<file path="config.mk">
export PLATFORM = sky130hd
export DESIGN_NAME = imem_boot_ctrl
export DESIGN_NICKNAME = d
export VERILOG_FILES = /design/src/rtl/imem_boot_ctrl_pkg.sv /design/src/rtl/imem_boot_ctrl.sv
export SDC_FILE = /design/constraint.sdc
export NUM_CORES = 1
export LEC_CHECK = 0
export BUFFER_PORTS_ARGS = -buffer_cell sky130_fd_sc_hd__clkbuf_2
export CAP_MARGIN = 40
export CORE_ASPECT_RATIO = 0.5
export CORE_UTILIZATION = 42
export CTS_CLUSTER_SIZE = 14
export DETAILED_ROUTE_END_ITERATION = 16
export PLACE_DENSITY_LB_ADDON = 0.05
export SYNTH_ARGS = -nofsm -noshare
export SYNTH_HDL_FRONTEND = slang
export SYNTH_SLANG_ARGS = --single-unit
export TNS_END_PERCENT = 20
</file>
<file path="constraint.sdc">
create_clock -name clk -period 2.2 [get_ports clk]
set_input_delay 0.33 -clock clk [delete_from_list [all_inputs] [get_ports clk]]
set_output_delay 0.33 -clock clk [all_outputs]
set_load 0.01 [all_outputs]
</file>
<file path="src/rtl/imem_boot_ctrl_pkg.sv">
// ----------------------------------------------------------------------------
// imem_boot_ctrl_pkg
//   Shared definitions for the instruction-memory boot controller: default
//   geometry of the instruction memory, the controller state encoding and a
//   helper that decides whether a requested program length can be loaded.
//   No ports (package).
// ----------------------------------------------------------------------------
package imem_boot_ctrl_pkg;

    // Default instruction-memory geometry
    localparam int unsigned DefWidth = 32;    // instruction word width
    localparam int unsigned DefDepth = 1024;  // words
    localparam int unsigned DefAw    = 10;    // log2(DefDepth)

    // Controller states; encoding is fixed so it can be observed in debug dumps
    typedef enum logic [1:0] {
        StIdle  = 2'd0,
        StLoad  = 2'd1,
        StFlush = 2'd2,
        StRun   = 2'd3
    } boot_state_e;

    // A load must write at least one word and must fit in the memory
    function automatic logic len_is_legal(input int unsigned len,
                                          input int unsigned depth);
        return (len != 0) && (len <= depth);
    endfunction

endpackage

</file>
<file path="src/rtl/imem_boot_ctrl.sv">
// ----------------------------------------------------------------------------
// imem_boot_ctrl
//   Boot loader controller for the instruction memory. A start request with a
//   legal word count streams that many words from a valid/ready source into
//   consecutive instruction-memory addresses starting at 0, holding the core
//   in reset until the final write has landed. The fetch read path of the
//   memory is outside this block.
//
// Ports
//   clk        in   rising-edge clock
//   rst        in   synchronous active-high reset
//   start      in   one-cycle request to begin a program load
//   load_len   in   word count, sampled when start is accepted (AW+1 bits)
//   s_valid    in   loader stream word valid
//   s_data     in   loader stream word
//   s_ready    out  high only while loading; transfer = s_valid && s_ready
//   mem_we     out  registered instruction-memory write enable
//   mem_waddr  out  registered instruction-memory word address
//   mem_wdata  out  registered instruction-memory write data
//   core_rst   out  holds the core in reset whenever not running
//   busy       out  high while loading or flushing the final write
//   done       out  one-cycle pulse on the first cycle of RUN
//   err        out  sticky flag for a start with an illegal length
// ----------------------------------------------------------------------------
module imem_boot_ctrl
    import imem_boot_ctrl_pkg::*;
#(
    parameter int unsigned WIDTH = DefWidth,
    parameter int unsigned DEPTH = DefDepth,
    parameter int unsigned AW    = DefAw
) (
    input  logic             clk,
    input  logic             rst,
    input  logic             start,
    input  logic [AW:0]      load_len,
    input  logic             s_valid,
    input  logic [WIDTH-1:0] s_data,
    output logic             s_ready,
    output logic             mem_we,
    output logic [AW-1:0]    mem_waddr,
    output logic [WIDTH-1:0] mem_wdata,
    output logic             core_rst,
    output logic             busy,
    output logic             done,
    output logic             err
);

    boot_state_e state_q, state_d;

    logic [AW-1:0]    cnt_q, cnt_d;     // address of the next word to write
    logic [AW:0]      len_q, len_d;     // word count latched at start
    logic             err_q, err_d;
    logic             done_q, done_d;

    logic             mem_we_q;
    logic [AW-1:0]    mem_waddr_q;
    logic [WIDTH-1:0] mem_wdata_q;

    logic             len_ok;
    logic             can_start;
    logic             start_ok;
    logic             start_bad;
    logic             xfer;
    logic             last_xfer;

    // ------------------------------------------------------------------
    // Request decode
    // ------------------------------------------------------------------
    // Starts are only honoured when idle or running; during a load they are
    // dropped without touching err.
    assign len_ok    = len_is_legal(32'(load_len), DEPTH);
    assign can_start = (state_q == StIdle) || (state_q == StRun);
    assign start_ok  = can_start && start && len_ok;
    assign start_bad = can_start && start && !len_ok;

    assign xfer      = s_valid && (state_q == StLoad);
    assign last_xfer = xfer && ({1'b0, cnt_q} == (len_q - (AW+1)'(1)));

    // ------------------------------------------------------------------
    // FSM: state register
    // ------------------------------------------------------------------
    always_ff @(posedge clk) begin
        if (rst) begin
            state_q <= StIdle;
        end else begin
            state_q <= state_d;
        end
    end

    // ------------------------------------------------------------------
    // FSM: next-state logic
    // ------------------------------------------------------------------
    always_comb begin
        state_d = state_q;
        case (state_q)
            StIdle,
            StRun: begin
                if (start_ok) begin
                    state_d = StLoad;
                end
            end
            StLoad: begin
                if (last_xfer) begin
                    state_d = StFlush;
                end
            end
            // The final word's write is in flight; it lands this cycle
            StFlush: state_d = StRun;
            default: state_d = StIdle;
        endcase
    end

    // ------------------------------------------------------------------
    // FSM: state-decoded outputs
    // ------------------------------------------------------------------
    always_comb begin
        s_ready  = 1'b0;
        busy     = 1'b0;
        core_rst = 1'b1;
        case (state_q)
            StLoad: begin
                s_ready = 1'b1;
                busy    = 1'b1;
            end
            StFlush: busy     = 1'b1;
            StRun:   core_rst = 1'b0;
            default: ;
        endcase
    end

    // ------------------------------------------------------------------
    // Load bookkeeping: counter, latched length, status flags
    // ------------------------------------------------------------------
    always_comb begin
        cnt_d  = cnt_q;
        len_d  = len_q;
        err_d  = err_q;
        // FLUSH always moves to RUN, so this marks the first RUN cycle
        done_d = (state_q == StFlush);

        if (start_ok) begin
            len_d = load_len;
            cnt_d = '0;
            err_d = 1'b0;
        end else if (start_bad) begin
            err_d = 1'b1;
        end

        // Hold the counter on the last word so a full-depth load never wraps
        if (xfer && !last_xfer) begin
            cnt_d = cnt_q + AW'(1);
        end
    end

    always_ff @(posedge clk) begin
        if (rst) begin
            cnt_q  <= '0;
            len_q  <= '0;
            err_q  <= 1'b0;
            done_q <= 1'b0;
        end else begin
            cnt_q  <= cnt_d;
            len_q  <= len_d;
            err_q  <= err_d;
            done_q <= done_d;
        end
    end

    // ------------------------------------------------------------------
    // Memory write port: each transfer becomes a write one cycle later
    // ------------------------------------------------------------------
    always_ff @(posedge clk) begin
        if (rst) begin
            mem_we_q    <= 1'b0;
            mem_waddr_q <= '0;
            mem_wdata_q <= '0;
        end else begin
            mem_we_q <= xfer;
            if (xfer) begin
                mem_waddr_q <= cnt_q;
                mem_wdata_q <= s_data;
            end
        end
    end

    assign mem_we    = mem_we_q;
    assign mem_waddr = mem_waddr_q;
    assign mem_wdata = mem_wdata_q;
    assign done      = done_q;
    assign err       = err_q;

endmodule
</file>
; ---- Yosys cells after proc, flatten, opt, wreduce, memory -nomap -nowiden
; Cells that the tools add are included.
[word_totals]
reg_bits = 68
in_bits = 47
output_inout_bits = 48
word_cells = 42
[op_classes]
addsub = 2
n_lt_le_gt_ge = 1
n_eq_ne = 6
n_mux = 8
n_reduce_logical = 17
[ops]
columns = op, count
row1 = $mux W10, 2
row2 = $eq A10 B11 Y1, 1
row3 = $le A11 B11 Y1 const B, 1
row4 = $reduce_bool A11 Y1, 1
row5 = $sub A11 B1 Y11 const B, 1
row6 = $add A10 B1 Y10 const B, 1
row7 = $logic_and A1 B1 Y1, 7
row8 = $pmux W2 S3, 1
row9 = $reduce_or A2 Y1, 3
row10 = $eq A2 B2 Y1 const B, 2
row11 = $mux W2, 2
row12 = $ne A2 B2 Y1 const B, 2
row13 = $mux W1, 3
row14 = $eq A2 B1 Y1 const B, 1
row15 = $logic_not A1 Y1, 2
row16 = $logic_not A2 Y1, 1
row17 = $reduce_and A2 Y1, 1
row18 = $reduce_bool A2 Y1, 1
row19 = $logic_or A1 B1 Y1, 1

; ---- Longest topological paths before layout
; Gate-level depths: netlist (run 1).
[logic_depth]
ltp_word = 6
mapped_depth = 10
depth_no_buf = 9

; ---- Worst setup path after synthesis (run 1)
; No wires, ideal clock.
[synth_timing]
path_type = register to register
from = reg len_q[0]
to = reg cnt_q[6]
setup_ps = 79
arrival_time_ps = 2284
required_ps = 2121
setup_slack_ps = -163
stages_incl_launch_ff = 11
n_path_buf = 1
period_less_slack_ps = 2363
cell_sequence = dfxtp_1 > inv_1 > ha_1 > nor3b_4 > a2111oi_0 > a311oi_1 > nand2_1 > a41o_2 > buf_4 > or3_1 > o221ai_2
[synth_via]
elab_chain_cells = 6
elab_cells_between_ends = 7
classes_between = add/sub: 1 / eq/ne: 1 / mux: 1 / reduce/logical: 4
[synth_lines]
columns = element, line_no
row1 = from (decl), imem_boot_ctrl.sv:51  ; logic [AW:0] len_q, len_d;
row2 = from (signal assigned), imem_boot_ctrl.sv:163  ; len_q <= len_d;
row3 = $sub A11 B1 Y11 (*), imem_boot_ctrl.sv:77  ; assign last_xfer = xfer && ({1'b0, cnt_q} == (len_q - (AW+1)'(1)));
row4 = $eq A10 B11 Y1 (*), imem_boot_ctrl.sv:77
row5 = $logic_and A1 B1 Y1 (*), imem_boot_ctrl.sv:77
row6 = $logic_not A1 Y1 (*), imem_boot_ctrl.sv:150  ; if (xfer && !last_xfer) begin
row7 = $logic_and A1 B1 Y1 (*), imem_boot_ctrl.sv:150
row8 = $mux W10 or $reduce_bool A2 Y1 (tied branches), -
row9 = to (signal assigned), imem_boot_ctrl.sv:162  ; cnt_q <= cnt_d;
row10 = to (decl), imem_boot_ctrl.sv:50  ; logic [AW-1:0] cnt_q, cnt_d;
; Mark *: on every way between the ends. The rest lies on a longest branch, timed or not.
; A chain may end at the register's enable or synchronous reset.

; ---- Final worst setup path (run 1)
[layout_timing]
from = reg len_q[0]
to = reg state_q[0]
[layout_via]
elab_chain_cells = 5
[layout_lines]
columns = element, line_no
row1 = $sub A11 B1 Y11, imem_boot_ctrl.sv:77
row2 = $eq A10 B11 Y1, imem_boot_ctrl.sv:77
row3 = $logic_and A1 B1 Y1, imem_boot_ctrl.sv:77
row4 = $ne A2 B2 Y1 (no line), -
row5 = $reduce_and A2 Y1 (no line), -
row6 = to (signal assigned), imem_boot_ctrl.sv:84  ; state_q <= StIdle;
row7 = to (signal assigned), imem_boot_ctrl.sv:86  ; state_q <= state_d;
row8 = to (decl), imem_boot_ctrl.sv:48  ; boot_state_e state_q, state_d;
; No other way between the ends.

==> summary.txt, run 1 <==
Yosys
  – #FFs+latches synth: 68
  – Post-synth cell types: 49
  – Average cell area after synthesis: 8.27 µm²
  – Post-Syn Area: 3100 µm²
  – Cells after Synth: 375
  – Register area share after synthesis: 43.9%
  – Ys Warns: 0
  – Syn_nets: 428

Status
  – Failing checks: setup timing
  – Status: finished with violations

Hold path
  – Hold path startpoint: s_data[7]
  – Hold path endpoint: mem_wdata[7]$_SDFFE_PP0P_
  – Hold WC Path Type: in2reg
  – WHS Path Cells: 3

Worst setup path
  – Crit Path Max Fanout: 5
  – Worst Setup End Kind: flip-flop
  – CP Launch Type: flip-flop
  – Reg-to-reg endpoint: state_q[0]$_SDFFE_PP0P_
  – Critical path class: reg2reg
  – Buf/Inv on CP: 1
  – Cells on worst reg2reg path: 7
  – Cell family with most CP delay: compound AO/OA/AOI/OAI gates
  – CP required: 2420 ps
  – Reg-to-reg critical path startpoint: len_q[0]$_SDFFE_PP0P_
  – Critical path's slowest cell: or4_4
  – R2R Setup Slk: -80 ps
  – Slowest stage delay, CP: 570 ps
  – Crit-path cells: or4_4, o211ai_1, o41ai_2, buf_4, a41oi_1, a21o_1, mux2_1
  – CP Data Arrival Time: 2500 ps

Drt
  – M1 wire length: 3810 µm
  – Pre-antenna DRT Iters: 4
  – Detail Route met2 WL: 3520 µm
  – Top Layer Used: met4
  – Detail Route Antenna Nets: 0
  – Vias: 2955
  – DR WL met3: 502 µm
  – WL per Instance: 13.4 µm
  – Drt total wl: 7880 µm
  – Initial DRC Count: 180
  – DRC: 0
  – Vias per cell: 5.01

Floorplanning
  – Std cell rows: 21
  – # IOs: 95
  – Die Area: 7750 µm²
  – Initial Utilization: 44.9%
  – Core region area: 6910 µm²
  – DIE HEIGHT: 62.8 µm
  – Die width: 124 µm

STA
  – Slew Viols, Final: 0
  – Worst hold margin: 218 ps
  – Crit share post-route: 104%
  – Final setup violation count: 10
  – Max Clock Freq: 438 MHz
  – Final min period: 2280 ps
  – Worst Clk Skew: 5.16 ps
  – Final hold violations: 0
  – RSZ-0062 raised after global routing: yes
  – Least-Margin Pin Slew: 647 ps
  – Slew margin rel.: 56.8%
  – Final Worst Setup Slack: -81.6 ps

Finish
  – Area Overhead vs Synth: 37.6%
  – Area of the multi-input gates: 1660 µm²
  – Register area: 1370 µm²
  – Number of diodes: 0
  – Final-stage net count: 546
  – Most frequent cells in the layout: nand2_1, clkbuf_2, dfxtp_1
  – Share of cells above drive strength 1: 35.3%
  – Fillers: 620
  – Most common cell after layout, fill and taps aside: nand2_1

Clocking
  – Clk_lat worst skew: 330 ps
  – Max clock buf depth: 2
  – H-tree Lvls: 3
  – Clock Sinks: 68
  – TritonCTS clock tree: done
  – CTS Buf Count: 9
  – Clk slew on worst S/H paths: 60 ps
  – Clk root buf: clkbuf_16

Placement
  – Hpwl dp: 5470 µm
  – Dpl ws: -157 ps
  – Count of input and output buffers: 94
  – Final GP Congestion: 0.778

Global routing
  – Total grt overflow: 0
  – Vias in the first global route: 2774
  – Initial antenna violation count: 0
  – First-pass GRT wire length: 12400 µm
  – Gr usage total: 20.8%
  – Pin count of the biggest net entering global routing: 62

Power and ir drop
  – Maximum vdd drop: 0.522 mV
  – PwrDens: 962 nW/µm²
  – Leak Pwr: 1.79 nW

Job
  – Max-cap violations: 0
## logic make-up (layout without fill, tap and decap cells)
logic type      Yosys count  count (layout)  synth area share (%)
flops                    68              68                  43.9
mux                      14              14                  4.56
compound gates           75              77                  16.7
buf+inv                  45             166                  5.89
xor+xnor                 15              15                  4.24
simple gates            152             152                  22.3
fa+ha+maj                 6               6                  2.42
## routing by layer
metal / global-route usage, % / up-vias
met4: 7.53 / 0
met3: 7.30 / 6
met5: 0 / -
li1: - / 1510
met2: 34.4 / 65
met1: 24.8 / 1374
## state kept, by name (all words and copies together) (netlist names)
name       count
err            1
mem_waddr     10
state_q        2
len_q         11
mem_we         1
mem_wdata     32
done           1
cnt_q         10
## where the power goes
group          internal (W)  switching [W]  total (W)
sequential          0.00135      0.0000936    0.00145
combinational      0.000573       0.000671    0.00124
clock              0.000876       0.000537    0.00141
total               0.00280        0.00130    0.00410
## cell usage after synthesis, drive strengths merged
| library cell | instances | area (µm²) |
|---|---|---|
| a21oi | 45 | 225 |
| nor2 | 19 | 71.3 |
| a211o | 1 | 17.5 |
| and4 | 1 | 8.76 |
| and2 | 1 | 6.26 |
| o22ai | 2 | 25.0 |
| a2111oi | 3 | 32.5 |
| o31ai | 1 | 7.51 |
| xnor2 | 9 | 78.8 |
| a221oi | 1 | 8.76 |
| a311oi | 1 | 8.76 |
| o211ai | 2 | 15.0 |
| nand4 | 3 | 25.0 |
| xor2 | 6 | 52.6 |
| a41o | 2 | 21.3 |
| a41oi | 1 | 8.76 |
| inv | 20 | 75.1 |
| nor4 | 4 | 31.3 |
| nor2b | 2 | 12.5 |
| clkbuf | 20 | 75.1 |
| nand2b | 3 | 18.8 |
| dfxtp | 68 | 1360 |
| a21boi | 1 | 7.51 |
| o21ai | 4 | 20.0 |
| and3 | 2 | 12.5 |
| a21o | 5 | 37.5 |
| nor3b | 1 | 18.8 |
| nor3 | 6 | 41.3 |
| or3 | 6 | 42.5 |
| buf | 5 | 32.5 |
| ha | 6 | 75.1 |
| or4 | 1 | 7.51 |
| mux2i | 13 | 130 |
| o221ai | 4 | 60.1 |
| mux2 | 1 | 11.3 |
| o41ai | 1 | 16.3 |
| a31oi | 1 | 6.26 |
| nand3 | 6 | 30.0 |
| nand2 | 97 | 364 |
## worst min-delay path: cells and delay by family
kind / cells / cell delay [ps]
AO/OA/AOI/OAI: 1 / 50
buffers and inverters: 1 / 80
AND/OR/NAND/NOR: 1 / 40
## how the worst max path moves through the flow
| stage | from | to | slack (ps) | cells after the start |
|---|---|---|---|---|
| after floorplan | len_q[2]$_SDFFE_PP0P_ | cnt_q[6]$_SDFFE_PP0P_ | 0.6 | 8 |
| after global placement | len_q[1]$_SDFFE_PP0P_ | cnt_q[6]$_SDFFE_PP0P_ | -110 | 11 |
| after detailed placement | len_q[1]$_SDFFE_PP0P_ | state_q[0]$_SDFFE_PP0P_ | -160 | 10 |
| after CTS | len_q[0]$_SDFFE_PP0P_ | cnt_q[6]$_SDFFE_PP0P_ | -140 | 11 |
| after global routing | len_q[0]$_SDFFE_PP0P_ | cnt_q[5]$_SDFFE_PP0P_ | -180 | 11 |
| final | len_q[0]$_SDFFE_PP0P_ | state_q[0]$_SDFFE_PP0P_ | -80 | 7 |
## cell type report
| class | count | share of cell area, % |
|---|---|---|
| inverter | 20 | 1.82 |
| sequential | 68 | 32.1 |
| clock inverter | 6 | 1.50 |
| timing repair buffer | 130 | 17.5 |
| clock buffer | 10 | 5.37 |
| multi-input combinational | 264 | 39.0 |
| tap | 92 | 2.70 |
## stage by stage
step	instance area [µm²]	util, %	TNS (ps)	total power [W]	std cells
final	4270	61.7	-687	0.00410	590
after global placement	3830	55.5	-1010	0.00253	566
after CTS	4170	60.3	-1180	0.00405	583
after detailed placement	3830	55.5	-1430	0.00258	566
after floorplan	3130	-	0	0.00218	375
after global routing	4270	61.7	-1910	0.00433	590
## timing repair
item,in CTS,in global routing
pin swaps,5,7
endpoints found under the setup margin,12,12
gates resized for setup,5,12
gates cloned,1,1
setup buffers,0,6
hold buffers,0,0
No activity file was read; power rests on OpenSTA's default activity.
==> inputs of run 2 (changes only) <==
--- a/config.mk
+++ b/config.mk
@@ -15,4 +15,4 @@
 export SYNTH_ARGS = -nofsm -noshare
 export SYNTH_HDL_FRONTEND = slang
 export SYNTH_SLANG_ARGS = --single-unit
-export TNS_END_PERCENT = 20
+export TNS_END_PERCENT = 5
==> summary.txt, run 2 (synthesized netlist as in run 1, its figures left out) <==
Global routing
  – Vias in the first global route: 2774
  – Total grt overflow: 0
  – First-pass GRT wire length: 12400 µm
  – Gr usage total: 20.8%
  – Pin count of the biggest net entering global routing: 62
  – Initial antenna violation count: 0

Worst setup path
  – Crit Path Max Fanout: 5
  – CP Data Arrival Time: 2490 ps
  – CP required: 2420 ps
  – Critical path's slowest cell: or4_4
  – Buf/Inv on CP: 1
  – Worst Setup End Kind: flip-flop
  – Crit-path cells: or4_4, o211ai_1, o41ai_2, buf_4, a41oi_1, a21o_1, mux2_1
  – Slowest stage delay, CP: 570 ps
  – Cell family with most CP delay: compound AO/OA/AOI/OAI gates
  – Critical path class: reg2reg
  – CP Launch Type: flip-flop

Power and ir drop
  – Leak Pwr: 1.77 nW
  – Maximum vdd drop: 0.521 mV
  – PwrDens: 960 nW/µm²

STA
  – RSZ-0062 raised after global routing: yes
  – Slew margin rel.: 56.7%
  – Final setup violation count: 11
  – Setup TNS: -526 ps
  – Final Worst Setup Slack: -78.4 ps
  – Worst Clk Skew: 3.08 ps
  – Final min period: 2280 ps
  – Least-Margin Pin Slew: 649 ps
  – Max Clock Freq: 439 MHz
  – Slew Viols, Final: 0
  – Final hold violations: 0
  – Crit share post-route: 104%

Placement
  – Final GP Congestion: 0.778
  – Dpl ws: -157 ps
  – Count of input and output buffers: 94
  – Hpwl dp: 5470 µm
  – Placed insts: 566

Clocking
  – H-tree Lvls: 3
  – Clk_lat worst skew: 330 ps
  – CTS Buf Count: 9
  – Clk root buf: clkbuf_16
  – Max clock buf depth: 2
  – TritonCTS clock tree: done
  – Clock Sinks: 68
  – Clk slew on worst S/H paths: 60 ps

Finish
  – Final Non-Filler Cells: 586
  – Number of diodes: 0
  – Most common cell after layout, fill and taps aside: nand2_1
  – Most frequent cells in the layout: nand2_1, clkbuf_2, dfxtp_1
  – Final-stage net count: 542
  – Fillers: 620
  – Max reg flops: 32
  – Area Overhead vs Synth: 36.5%
  – Area of the multi-input gates: 1650 µm²
  – Share of cells above drive strength 1: 34.8%
  – Register area: 1370 µm²

Drt
  – Drt total wl: 7700 µm
  – Detail Route Antenna Nets: 0
  – Vias: 2934
  – DRC: 0
  – Vias per cell: 5.01
  – WL per Instance: 13.1 µm
  – Initial DRC Count: 157
  – Pre-antenna DRT Iters: 4

Job
  – Max-cap violations: 0

Floorplanning
  – Die Area: 7750 µm²
  – # IOs: 95
  – Std cell rows: 21
  – Die width: 124 µm
  – Core region area: 6910 µm²
  – DIE HEIGHT: 62.8 µm
  – Initial Utilization: 44.9%

Status
  – Failing checks: setup timing
  – Status: finished with violations

Hold path
  – Hold WC Path Type: in2reg
[run 2: path summary, 6_finish.rpt]
path / depth (start not counted) / slack, ps / from / end
worst max-delay path: 7 / -80 / len_q[0]$_SDFFE_PP0P_ / state_q[0]$_SDFFE_PP0P_
worst max register to register: 7 / -80 / len_q[0]$_SDFFE_PP0P_ / state_q[0]$_SDFFE_PP0P_
worst min-delay path: 3 / 220 / s_data[7] / mem_wdata[7]$_SDFFE_PP0P_
worst min register to register: 2 / 450 / mem_waddr[7]$_SDFFE_PP0P_ / mem_waddr[7]$_SDFFE_PP0P_
[run 2: what timing repair did]
action,CTS,global route
setup buffers,0,3
gates cloned,1,0
endpoints found under the setup margin,12,12
gates resized for setup,5,12
hold buffers,0,0
pin swaps,5,7
[run 2: power breakdown]
| group | switching, W | internal [W] | leakage (nW) |
|---|---|---|---|
| clock network | 0.000531 | 0.000876 | 0.139 |
| registers | 0.0000944 | 0.00135 | 0.553 |
| logic | 0.000650 | 0.000558 | 1.08 |
| total | 0.00128 | 0.00279 | 1.77 |
[run 2: metrics by stage]
step	area (µm²)	util, %	total power, W	hold slack, ps
final	4230	61.3	0.00406	221
after global routing	4230	61.3	0.00430	221
after CTS	4170	60.3	0.00405	206
after detailed placement	3830	55.5	0.00258	449
after global placement	3830	55.5	0.00253	440
after floorplan	3130	-	0.00218	466
[run 2: cell type report]
| class | instances | share of cell area, % |
|---|---|---|
| multi-input combinational | 263 | 39.0 |
| sequential | 68 | 32.3 |
| timing repair buffer | 127 | 17.1 |
| clock buffer | 10 | 5.41 |
| tap | 92 | 2.72 |
| inverter | 20 | 1.83 |
| clock inverter | 6 | 1.51 |
[run 2: layer usage]
metal,part of all wire [%],global-route usage [%],vias to the layer above,routed length (µm)
met2,45,34.4,67,3480
met1,47,24.8,1367,3620
met3,7.1,7.30,4,546
li1,-,-,1496,-
met5,0,0,-,0
met4,0.69,7.53,0,53
[run 2: worst reg2reg max path: stages, from the launching register on]
cell and delay (ps):
dfxtp_4 360, or4_4 570, o211ai_1 260, o41ai_2 120, buf_4 170, a41oi_1 270
a21o_1 130, mux2_1 310
